## config.mk

```make
export PLATFORM = sky130hd
export DESIGN_NAME = pipeline_run_monitor
export DESIGN_NICKNAME = d
export VERILOG_FILES = /design/src/rtl/pipeline_run_monitor.sv
export SDC_FILE = /design/constraint.sdc
export NUM_CORES = 1
export LEC_CHECK = 0
export CELL_PAD_IN_SITES_DETAIL_PLACEMENT = 1
export CELL_PAD_IN_SITES_GLOBAL_PLACEMENT = 1
export CORE_ASPECT_RATIO = 0.7
export CORE_MARGIN = 4
export CORE_UTILIZATION = 31
export DETAILED_ROUTE_END_ITERATION = 16
export PLACE_DENSITY = 0.86
export SLEW_MARGIN = 10
export SYNTH_ARGS = -nofsm -noshare
export SYNTH_HDL_FRONTEND = slang
export SYNTH_SLANG_ARGS = --single-unit
```

## constraint.sdc

```tcl
create_clock -name clk -period 2.5 [get_ports clk]
set_input_delay 0.375 -clock clk [delete_from_list [all_inputs] [get_ports clk]]
set_output_delay 0.375 -clock clk [all_outputs]
set_load 0.1 [all_outputs]
```

## src/rtl/pipeline_run_monitor.sv

```systemverilog
// End-of-run controller for the MIPS CPU: detects program end from WB retirement,
// freezes the core and streams a register-file and data-memory dump over valid/ready.
module pipeline_run_monitor #(
  parameter int unsigned MAX_CYCLES = 305,
  parameter int unsigned CNT_W      = 16,
  parameter logic [31:0] HALT_PC    = 32'h0000_3FFC,
  parameter int unsigned LOOP_LIMIT = 4,
  parameter int unsigned DUMP_REGS  = 32,
  parameter int unsigned MEM_BASE   = 80,
  parameter int unsigned MEM_WORDS  = 2
) (
  input  logic             clk,
  input  logic             rst,
  input  logic             wb_valid,
  input  logic [31:0]      wb_pc,
  output logic [4:0]       rf_raddr,
  input  logic [31:0]      rf_rdata,
  output logic [31:0]      dm_raddr,
  input  logic [31:0]      dm_rdata,
  output logic             cpu_hold,
  output logic             dump_valid,
  input  logic             dump_ready,
  output logic             dump_kind,
  output logic [7:0]       dump_index,
  output logic [31:0]      dump_data,
  output logic             done,
  output logic [1:0]       stop_reason,
  output logic [CNT_W-1:0] cycle_count,
  output logic [CNT_W-1:0] retired_count
);

  typedef enum logic [1:0] {StRun, StDumpRf, StDumpMem, StDone} state_e;

  localparam logic [1:0]       ReasonTimeout = 2'd1;
  localparam logic [1:0]       ReasonHalt    = 2'd2;
  localparam logic [1:0]       ReasonLoop    = 2'd3;
  localparam logic [7:0]       LastReg       = 8'(DUMP_REGS - 1);
  localparam logic [7:0]       LastWord      = 8'((MEM_WORDS == 0) ? 0 : MEM_WORDS - 1);
  localparam logic [CNT_W-1:0] LastCycle     = CNT_W'(MAX_CYCLES - 1);
  localparam logic [31:0]      LoopLast      = 32'(LOOP_LIMIT - 1);
  localparam logic [31:0]      MemBaseWord   = 32'(MEM_BASE / 4);

  state_e           state_q, state_d;
  logic [CNT_W-1:0] cycle_count_q, cycle_count_d;
  logic [CNT_W-1:0] retired_count_q, retired_count_d;
  logic [31:0]      last_pc_q, last_pc_d;
  logic [31:0]      loop_cnt_q, loop_cnt_d;
  logic [7:0]       idx_q, idx_d;
  logic [1:0]       stop_reason_q, stop_reason_d;
  logic             cpu_hold_q, cpu_hold_d;
  logic             dump_valid_q, dump_valid_d;
  logic             done_q, done_d;

  logic same_pc, hit_halt, hit_loop, hit_timeout, xfer;

  assign same_pc     = (wb_pc == last_pc_q);
  assign hit_halt    = wb_valid && (wb_pc == HALT_PC);
  // This retirement would make the run of identical PCs reach LOOP_LIMIT.
  assign hit_loop    = wb_valid && same_pc && (loop_cnt_q == LoopLast);
  assign hit_timeout = (cycle_count_q == LastCycle);
  assign xfer        = dump_valid_q && dump_ready;

  always_comb begin
    state_d         = state_q;
    cycle_count_d   = cycle_count_q;
    retired_count_d = retired_count_q;
    last_pc_d       = last_pc_q;
    loop_cnt_d      = loop_cnt_q;
    idx_d           = idx_q;
    stop_reason_d   = stop_reason_q;
    cpu_hold_d      = cpu_hold_q;
    dump_valid_d    = dump_valid_q;
    done_d          = done_q;

    unique case (state_q)
      StRun: begin
        cycle_count_d = cycle_count_q + CNT_W'(1);
        if (wb_valid) begin
          retired_count_d = retired_count_q + CNT_W'(1);
          loop_cnt_d      = same_pc ? loop_cnt_q + 32'd1 : 32'd1;
          last_pc_d       = wb_pc;
        end
        if (hit_halt || hit_loop || hit_timeout) begin
          stop_reason_d = hit_halt ? ReasonHalt : (hit_loop ? ReasonLoop : ReasonTimeout);
          cpu_hold_d    = 1'b1;
          dump_valid_d  = 1'b1;
          idx_d         = '0;
          state_d       = StDumpRf;
        end
      end
      StDumpRf: begin
        if (xfer) begin
          if (idx_q == LastReg) begin
            idx_d = '0;
            if (MEM_WORDS == 0) begin
              dump_valid_d = 1'b0;
              done_d       = 1'b1;
              state_d      = StDone;
            end else begin
              state_d = StDumpMem;
            end
          end else begin
            idx_d = idx_q + 8'd1;
          end
        end
      end
      StDumpMem: begin
        if (xfer) begin
          if (idx_q == LastWord) begin
            idx_d        = '0;
            dump_valid_d = 1'b0;
            done_d       = 1'b1;
            state_d      = StDone;
          end else begin
            idx_d = idx_q + 8'd1;
          end
        end
      end
      StDone: ;
      default: state_d = StRun;
    endcase
  end

  always_ff @(posedge clk or negedge rst) begin
    if (!rst) begin
      state_q         <= StRun;
      cycle_count_q   <= '0;
      retired_count_q <= '0;
      last_pc_q       <= '0;
      loop_cnt_q      <= '0;
      idx_q           <= '0;
      stop_reason_q   <= '0;
      cpu_hold_q      <= 1'b0;
      dump_valid_q    <= 1'b0;
      done_q          <= 1'b0;
    end else begin
      state_q         <= state_d;
      cycle_count_q   <= cycle_count_d;
      retired_count_q <= retired_count_d;
      last_pc_q       <= last_pc_d;
      loop_cnt_q      <= loop_cnt_d;
      idx_q           <= idx_d;
      stop_reason_q   <= stop_reason_d;
      cpu_hold_q      <= cpu_hold_d;
      dump_valid_q    <= dump_valid_d;
      done_q          <= done_d;
    end
  end

  // Payload fields follow the registered index; everything else is a flop.
  always_comb begin
    rf_raddr   = '0;
    dm_raddr   = '0;
    dump_kind  = 1'b0;
    dump_index = '0;
    dump_data  = '0;
    unique case (state_q)
      StDumpRf: begin
        rf_raddr   = idx_q[4:0];
        dump_index = idx_q;
        dump_data  = (idx_q == 8'd0) ? 32'd0 : rf_rdata;
      end
      StDumpMem: begin
        dump_kind  = 1'b1;
        dump_index = idx_q;
        dm_raddr   = MemBaseWord + 32'(idx_q);
        dump_data  = dm_rdata;
      end
      default: ;
    endcase
  end

  assign cpu_hold      = cpu_hold_q;
  assign dump_valid    = dump_valid_q;
  assign done          = done_q;
  assign stop_reason   = stop_reason_q;
  assign cycle_count   = cycle_count_q;
  assign retired_count = retired_count_q;

endmodule
```

# Yosys cells after proc, flatten, opt, wreduce, memory -nomap -nowiden
# Cells that the tools add are included.
[totals]
out_inout_bits = 115
inputBits = 100
register_bits = 111
elab_cells = 70
[op_classes]
eq_ne = 13
muxes = 25
n_reduce_logical = 17
add_sub_neg = 5
[ops]
columns = ["operator", "count"]
rows = [
  ["32-bit 2-to-1 mux", 2],
  ["32-bit case mux with 2 select lines", 1],
  ["8-bit 2-to-1 mux", 6],
  ["16-bit by 1-bit adder with 16-bit output (second input constant)", 2],
  ["32-bit by 1-bit adder with 32-bit output (second input constant)", 1],
  ["32-bit by 14-bit equality test with 1-bit output (second input constant)", 1],
  ["32-bit by 2-bit equality test with 1-bit output (second input constant)", 1],
  ["32-bit equality test", 1],
  ["8-bit case mux with 3 select lines", 1],
  ["16-bit by 9-bit equality test with 1-bit output (second input constant)", 1],
  ["2-bit 2-to-1 mux", 7],
  ["2-bit != test (second input constant)", 5],
  ["5-bit by 8-bit adder with 9-bit output (first input constant)", 1],
  ["9-bit 2-to-1 mux", 1],
  ["8-bit by 1-bit adder with 8-bit output (second input constant)", 1],
  ["8-bit by 1-bit equality test with 1-bit output (second input constant)", 1],
  ["8-bit by 5-bit equality test with 1-bit output (second input constant)", 1],
  ["8-bit logical NOT", 1],
  ["4-bit AND reduction", 2],
  ["2-bit case mux with 3 select lines", 1],
  ["6-bit AND reduction", 1],
  ["5-bit 2-to-1 mux", 1],
  ["1-bit logical AND", 4],
  ["1-bit 2-to-1 mux", 4],
  ["10 further kinds", 12],
]

# Depth between registers and ports, before layout
# Gate-level depths: netlist of run 1.
[depth]
ltp_word = 7
depth_mapped = 8
mapped_depth_nobuf = 8

# Worst setup path before layout of run 1
# No wires, ideal clock.
[synth_timing]
kind = "flip-flop to output port"
from = "register state_q[0]"
to = "output port dm_raddr[7]"
setup_slack_ns = -1.937
n_path_buf = 2
arrival_ns = 4.062
required_time_ns = 2.125
stages_incl_launch_ff = 6
cell_sequence = "dfrtp_1 > inv_1 > ha_1 > clkbuf_1 > clkbuf_1 > a21boi_0"
[synth_via]
elab_chain_cells = 2
[synth_rtl]
columns = ["element", "line", "text"]
rows = [
  ["start, declared", "43", "state_e state_q, state_d;"],
  ["start signal, assigned", "126", "state_q <= StRun;"],
  ["start signal, assigned", "137", "state_q <= state_d;"],
  ["2-bit equality test", "157", "unique case (state_q)"],
  ["9-bit 2-to-1 mux", "157", ""],
  ["end, declared", "18", "output logic [31:0] dm_raddr,"],
]
# No other way between the ends.

# Final worst setup path of run 1
[layout_timing]
from = "register idx_q[6]"
to = "output port dump_data[16]"
[layout_via]
elab_chain_cells = 3
[layout_rtl]
columns = ["element", "line", "text"]
rows = [
  ["start, declared", "48", "logic [7:0] idx_q, idx_d;"],
  ["start signal, assigned", "142", "idx_q <= idx_d;"],
  ["8-bit logical NOT", "161", "dump_data = (idx_q == 8'd0) ? 32'd0 : rf_rdata;"],
  ["32-bit 2-to-1 mux", "161", ""],
  ["32-bit case mux with 2 select lines", "157", ""],
  ["end, declared", "25", "output logic [31:0] dump_data,"],
]
# No other way between the ends.

==> qor.csv, run 1 <==
stage,metric,value,unit
outcome,status,"complete, but fails checks",
outcome,failing_checks,setup timing,
synth,avgSynthCellArea,8.90,µm²
synth,yosys_register_bits,111,
clock_network,clock_transition_at_the_register_clock_pins_on_the_worst_setup_and_hold_paths_after_cts,0.08,ns
clock_network,clockRootBuffer,clkbuf_16,
global_routing,antenna_found_initial,0,
synth,post_synth_num_cell_types,54,
critical_path,worstSetupStartpoint,idx_q[6],
floorplan,num_rows,43,
global_routing,grt_first_pass_wirelength,37.7,mm
placement,port_buffers,191,
clock_network,cts_max_level,3,
power,pwr_density_cell,1090,mW/mm²
power,switching_power,5.78,mW
critical_path,reg2reg_depth,7,
power,netSwitchingFraction,49.1,%
placement,place_ws,-0.433,ns
power,cell_internal_pwr,5.98,mW
clock_network,max-clock-path-buffers,2,
clock_network,numClockSinks,111,
floorplan,boundaryPins,215,
clock_network,tritoncts,done,
drt,drt-wirelength-per-cell,21.3,µm
sta,tightestPinTransition,0.522,ns
synth,synth-edff-count,0,
drt,antenna_violating_nets_post_route,0,
critical_path,worstReg2RegStart,idx_q[6],
sta,setup_viols_final,36,
synth,synth_sequential_area_ratio,43.1,%
critical_path,path_cells,or3_4 -> nor3_4 -> a21oi_4 -> buf_12 -> buf_16 -> a22oi_2 -> nor2b_4 -> buf_12,
power,p_clk_share,13.4,%
critical_path,timing.critical_path.buf_inv,3,
critical_path,critical_path.max_fanout,8,
drt,detailroute.via_count,6555,
floorplan,floorplan.die.width,180,µm
critical_path,crit_path_frequent_cell,buf_12,
clock_network,numCtsBuffers,9,
placement,instance_count_after_placement_with_tap_cells_included,1225,
critical_path,cp_slowest_cell,or3_4,
sta,postLayoutSetupSlackWorst,-0.244,ns
critical_path,critPathArrivalTime,2.37,ns
drt,routed_wirelength,27.2,mm
layout,layout.nets,1117,
critical_path,element_type_at_the_critical_path_end,output pin,
layout,finalNonFillerCells,1279,
layout,fillerInstances,2205,
layout,area.growth.synth_to_final,67.4,%
synth,synth_top_cell_area_share,43.1,%
synth,synth-async-reset-ratio,100,%
placement,gpl.final_weighted_congestion,0.824,
synth,netlist_instances,725,
drt,detailedRoute.firstIterationViolations,373,
floorplan,total_die_area,0.0232,mm²
global_routing,globalRoute.totalOverflow,0,
drt,routed_via_density,5.13,
power,vdd.ir_drop.worst,0.000425,V
sta,final_hold_violation_count,0,
sta,timing_max_transition_violations_final,0,
synth,synth.most_common_cell,nand2_1,
floorplan,die_outline_height,129,µm
drt,drc_violations_left,0,
critical_path,critPathLaunchType,register,
synth,post_synth_instance_area,0.00645,mm²
critical_path,critical_path.top_delay_family,simple AND/OR/NAND/NOR gates,
synth,synth_top_cells_by_count,"140 x nand2_1, 111 x dfrtp_1, 62 x xor2_1",
clock_network,clock_latency,0.35,ns
critical_path,cp_data_required_time,2.12,ns
synth,ys_top_cells_by_area,"dfrtp_1 43%, xor2_1 8.4%, nand2_1 8.1%",
placement,post-dp-hpwl,17.6,mm
synth,synthDominantAreaCellType,dfrtp_1,
sta,final_period_minus_worst_setup_slack,2.74,ns
sta,worst_slew_margin_rel,64.8,%
sta,timing.final.crit_share,110,%
floorplan,core_region_area,0.0201,mm²
critical_path,critPathKind,register to output pin,
synth,yosysWarnings,0,
global_routing,groute.usage.overall,20.1,%
sta,rsz0062_at_grt,yes,
sta,maxClockFrequency,364,MHz
drt,drt_pre_antenna_iters,5,
min_path,worst_hold_path_type,input pin to asynchronous set/reset pin,
power,cellLeakagePower,4.87,nW
critical_path,cell_count_along_the_critical_path,8,
power,seq_power_share,21.2,%
synth,most_common_flop_cell_mapped_by_yosys,dfrtp_1,
global_routing,grt_max_degree,67,
power,combinationalPowerShare,65.4,%
global_routing,first_global_vias,6654,
sta,fin_skew,0.0141,ns
layout,drive_above_1_share,31.8,%
floorplan,initial_core_utilization,32.1,%
sta,fin_hold_ws,0.392,ns
critical_path,critPathMaxStageDelay,0.44,ns
job,drv.max_cap_violation_count,0,
[power groups by stage]
stage                     sequential (mW)  combinational (mW)  clock, mW
final                                2.49                7.69       1.58
after global routing                 2.54                7.99       1.70
after CTS                            2.48                7.04       1.60
after detailed placement             2.51                6.72          0
after global placement               2.48                6.58          0
after floorplan                      2.97                3.98          0
[placed cells by master, fill, tap and decap left out, types with 28 or more instances in the layout]
cell / Yosys / routed
nand2_1: 140 / 140
buf_4: 23 / 123
dfrtp_1: 111 / 104
clkdlybuf4s50_1: 0 / 97
xor2_1: 62 / 62
buf_12: 0 / 59
nor2_1: 56 / 56
a22oi_2: 0 / 32
nor2b_4: 0 / 31
xnor2_1: 30 / 30
nand3_1: 30 / 28
[state kept, by name, indices dropped and copies added, names as in the netlist]
register,cells
cpu_hold,1
cycle_count,16
done,1
dump_valid,1
idx_q,8
last_pc_q,32
loop_cnt_q,32
retired_count,16
state_q,2
stop_reason,2
[worst paths after layout]
| path | slack [ns] | to |
|---|---|---|
| min reg2reg | 0.50 | last_pc_q[12] |
| max | -0.24 | dump_data[16] |
| max reg2reg | -0.06 | idx_q[5] |
| max in group asynchronous | 1.35 | state_q[1] |
| min | 0.39 | cycle_count[14] |
| min in group clk | 0.50 | last_pc_q[12] |
[timing repair]
item,CTS,global route
gates cloned,2,0
gates resized for setup,41,33
endpoints found under the hold margin,9,0
hold buffers,1,0
setup endpoints to repair,35,48
pin swaps,25,19
buffers inserted,4,30
[logic make-up (layout without fill, tap and decap cells)]
| kind of cell | count (synthesis) | in the layout | share of synthesized area [%] |
|---|---|---|---|
| adders and majority gates | 14 | 14 | 2.72 |
| and+or+nand+nor | 363 | 363 | 27.5 |
| buffers and inverters | 68 | 329 | 5.41 |
| AOI/OAI and AO/OA | 73 | 73 | 8.28 |
| xor gates and xnor gates | 92 | 92 | 12.5 |
| muxes | 3 | 3 | 0.485 |
| other | 1 | 24 | 0.0581 |
| DFF | 111 | 111 | 43.1 |
[stage by stage]
stage          util (%)  cell area (µm²)  power (mW)  TNS, ns
2_1_floorplan         -             6860        6.95  -0.0342
3_3_place_gp       48.7             9800        9.06    -3.92
3_5_place_dp       48.7             9800        9.23    -4.21
4_1_cts            51.7            10400        11.1    -1.56
5_1_grt            53.6            10800        12.2    -6.82
6_report           53.6            10800        11.8    -4.79
[layout make-up]
cell class / instances / area [µm²] / area share (%)
clock buffers: 9 / 225 / 2.09
clock inverters: 7 / 97.6 / 0.904
flip-flops and latches: 111 / 2790 / 25.9
well taps: 270 / 338 / 3.13
diodes: 1 / 2.50 / 0.0232
multi-input cells: 568 / 3990 / 37.0
repair buffers: 295 / 3280 / 30.4
inverters: 18 / 67.6 / 0.626
[per-layer routing]
metal,track usage (%),up-vias,share of wire [%]
met1,27.5,3290,42
li1,-,2977,-
met4,4.04,0,3.3
met2,33.9,223,50
met5,0,-,0
met3,3.65,65,4.9
No activity file was read; power rests on OpenSTA's default activity.
==> run 2, diff against run 1 <==
Settings changed: RECOVER_POWER set to 100, SETUP_SLACK_MARGIN set to 0.5.
Clock period 2.5 ns to 2.3 ns, I/O delays scaled along.
==> qor.csv, run 2 (synthesis gave the netlist of run 1 again) <==
stage,metric,value,unit,change
outcome,status,"complete, but fails checks",,
clock_network,tritoncts,done,,
layout,finished_core_util,64.0,%,+10 points
clock_network,max-clock-path-buffers,2,,unchanged
layout,layout.nets,1173,,+5.0%
layout,final_common_cell,buf_4,,
floorplan,initial_core_utilization,32.1,%,unchanged
sta,maxClockFrequency,379,MHz,
outcome,failing_checks,"capacitance limit, slew limit, setup timing",,
sta,final_hold_violation_count,0,,unchanged
layout,finalNonFillerCells,1337,,+4.5%
layout,reg_top3,"last_pc_q (32), loop_cnt_q (32)",,
floorplan,total_die_area,0.0232,mm²,unchanged
sta,fin_hold_ws,0.326,ns,-0.0660 ns
drt,detailroute.via_count,7452,,+14%
layout,area.growth.synth_to_final,99.7,%,
sta,rsz0062_at_grt,yes,,
critical_path,element_type_at_the_critical_path_end,output pin,,
clock_network,clockRootBuffer,clkbuf_16,,
sta,tightestPinTransition,1.60,ns,+1.08 ns
sta,final_period_minus_worst_setup_slack,2.64,ns,
power,cellLeakagePower,5.72,nW,+17%
floorplan,boundaryPins,215,,unchanged
clock_network,numCtsBuffers,9,,unchanged
drt,drt-wirelength-per-cell,29.4,µm,+38%
placement,placement.cell_area,0.0103,mm²,+5.6%
drt,detailedRoute.firstIterationViolations,625,,+68%
critical_path,reg2reg_depth,6,,-1
critical_path,critPathKind,register to output pin,,
drt,drt_pre_antenna_iters,5,,unchanged
global_routing,globalRoute.totalOverflow,0,,unchanged
power,pwr_density_cell,1110,mW/mm²,+1.8%
drt,antenna_violating_nets_post_route,0,,unchanged
power,vdd.ir_drop.worst,0.000587,V,+38%
clock_network,clock_transition_at_the_register_clock_pins_on_the_worst_setup_and_hold_paths_after_cts,0.08,ns,about the same
critical_path,endpoint_of_the_most_critical_register_to_register_path,state_q[1],,
floorplan,floorplan.die.width,180,µm,unchanged
drt,drc_violations_left,0,,unchanged
critical_path,regToRegSetupSlack,-0.17,ns,-0.11 ns
min_path,worst_hold_startpoint,wb_pc[1],,
clock_network,numClockSinks,111,,unchanged
clock_network,hold_fix_buffers_cts,0,,-1
critical_path,critical_path.max_fanout,12,,+4
clock_network,cts_max_level,3,,unchanged
layout,layout_common_cells,"135 x buf_4, 123 x nand2_1, 83 x dfrtp_1, 73 x clkdlybuf4s50_1, 66 x buf_12",,
floorplan,die_outline_height,129,µm,unchanged
sta,timing.final.crit_share,115,%,
placement,post-dp-hpwl,18.7,mm,+6.0%
global_routing,groute.usage.overall,28.3,%,+8.2 points
floorplan,core_region_area,0.0201,mm²,unchanged
job,drv.max_cap_violation_count,1,,+1
global_routing,grt_first_pass_wirelength,51.0,mm,+35%
min_path,worst_hold_path_type,input pin to register,,
global_routing,grt_max_degree,112,,+67%
layout,drive_above_1_share,52.6,%,+21 points
placement,gpl.final_weighted_congestion,0.830,,+0.79%
global_routing,antenna_found_initial,5,,+5
min_path,hold_end,last_pc_q[1],,
layout,finish.instance_area,0.0129,mm²,+19%
drt,routed_wirelength,39.3,mm,+44%
sta,worst_slew_margin_rel,-6.88,%,-72 points
sta,fin_skew,0.0118,ns,-0.00227 ns
critical_path,worstReg2RegStart,state_q[1],,
placement,place_ws,-0.770,ns,-0.337 ns
sta,postLayoutSetupSlackWorst,-0.341,ns,-0.0975 ns
placement,instance_count_after_placement_with_tap_cells_included,1245,,+1.6%
drt,routed_via_density,5.57,,+8.8%
floorplan,num_rows,43,,unchanged
critical_path,critPathLaunchType,register,,
sta,setup_viols_final,74,,+110%
global_routing,first_global_vias,8072,,+21%
layout,fillerInstances,2023,,-8.3%
placement,port_buffers,191,,unchanged
sta,timing_max_transition_violations_final,112,,+112
critical_path,critPathArrivalTime,2.30,ns,-0.07 ns
clock_network,clock_latency,0.37,ns,+0.02 ns
min_path,holdPathStages,3,,
critical_path,cp_data_required_time,1.96,ns,-0.16 ns
==> run 2: through the flow <==
| stage | TNS, ns | total power, mW |
|---|---|---|
| global route | -17.33 | 14.7 |
| detailed placement | -12.99 | 10.5 |
| floorplan | -0.510 | 8.11 |
| CTS | -5.48 | 13.4 |
| finish | -13.95 | 14.3 |
| global placement | -9.90 | 10.3 |
==> run 2: final cells by class <==
class / instances / area (µm²) / share of cell area, %
multi-input cells: 568 / 5270 / 40.9
inverters: 18 / 77.6 / 0.602
repair buffers: 351 / 4020 / 31.2
well taps: 270 / 338 / 2.62
diodes: 3 / 7.51 / 0.0583
clock inverters: 7 / 104 / 0.806
flip-flops and latches: 111 / 2840 / 22.0
clock buffers: 9 / 225 / 1.75
==> run 2: timing repair <==
action / CTS / global route
resized for setup: 239 / 106
gates cloned: 7 / 0
endpoints found under the setup margin: 111 / 117
setup buffers: 42 / 24
pin swaps: 109 / 56
==> run 2: routing by layer <==
metal / track usage [%] / share of wire (%) / vias to the layer above
met5: 0 / 0.033 / -
met2: 51.0 / 52 / 407
met4: 9.64 / 4.8 / 2
met3: 6.41 / 5.5 / 134
li1: - / - / 3088
met1: 33.8 / 38 / 3821
==> run 2: where the power goes <==
group          switching (mW)  internal [mW]  total [mW]
combinational            5.82           3.80        9.63
sequential              0.460           2.38        2.84
clock                   0.847          0.972        1.82
==> run 2: worst max path at each step <==
stage | startpoint | endpoint | slack, ns | depth (start not counted)
after floorplan | cycle_count[10] | state_q[1] | -0.21 | 7
after global placement | wb_pc[14] | state_q[1] | -0.68 | 8
after detailed placement | wb_pc[14] | state_q[1] | -0.77 | 8
after CTS | idx_q[5] | dump_data[6] | -0.20 | 7
after global routing | idx_q[5] | dump_data[7] | -0.41 | 8
final | idx_q[5] | dump_data[7] | -0.34 | 8
==> run 2: worst max-delay path: stages, from the launching register on <==
cell and delay [ns]:
dfrtp_1 0.42, or3_4 0.43, nor3_4 0.19, a21oi_4 0.10, buf_12 0.16, buf_12 0.15
a22oi_2 0.23, nor2b_4 0.07, buf_12 0.17
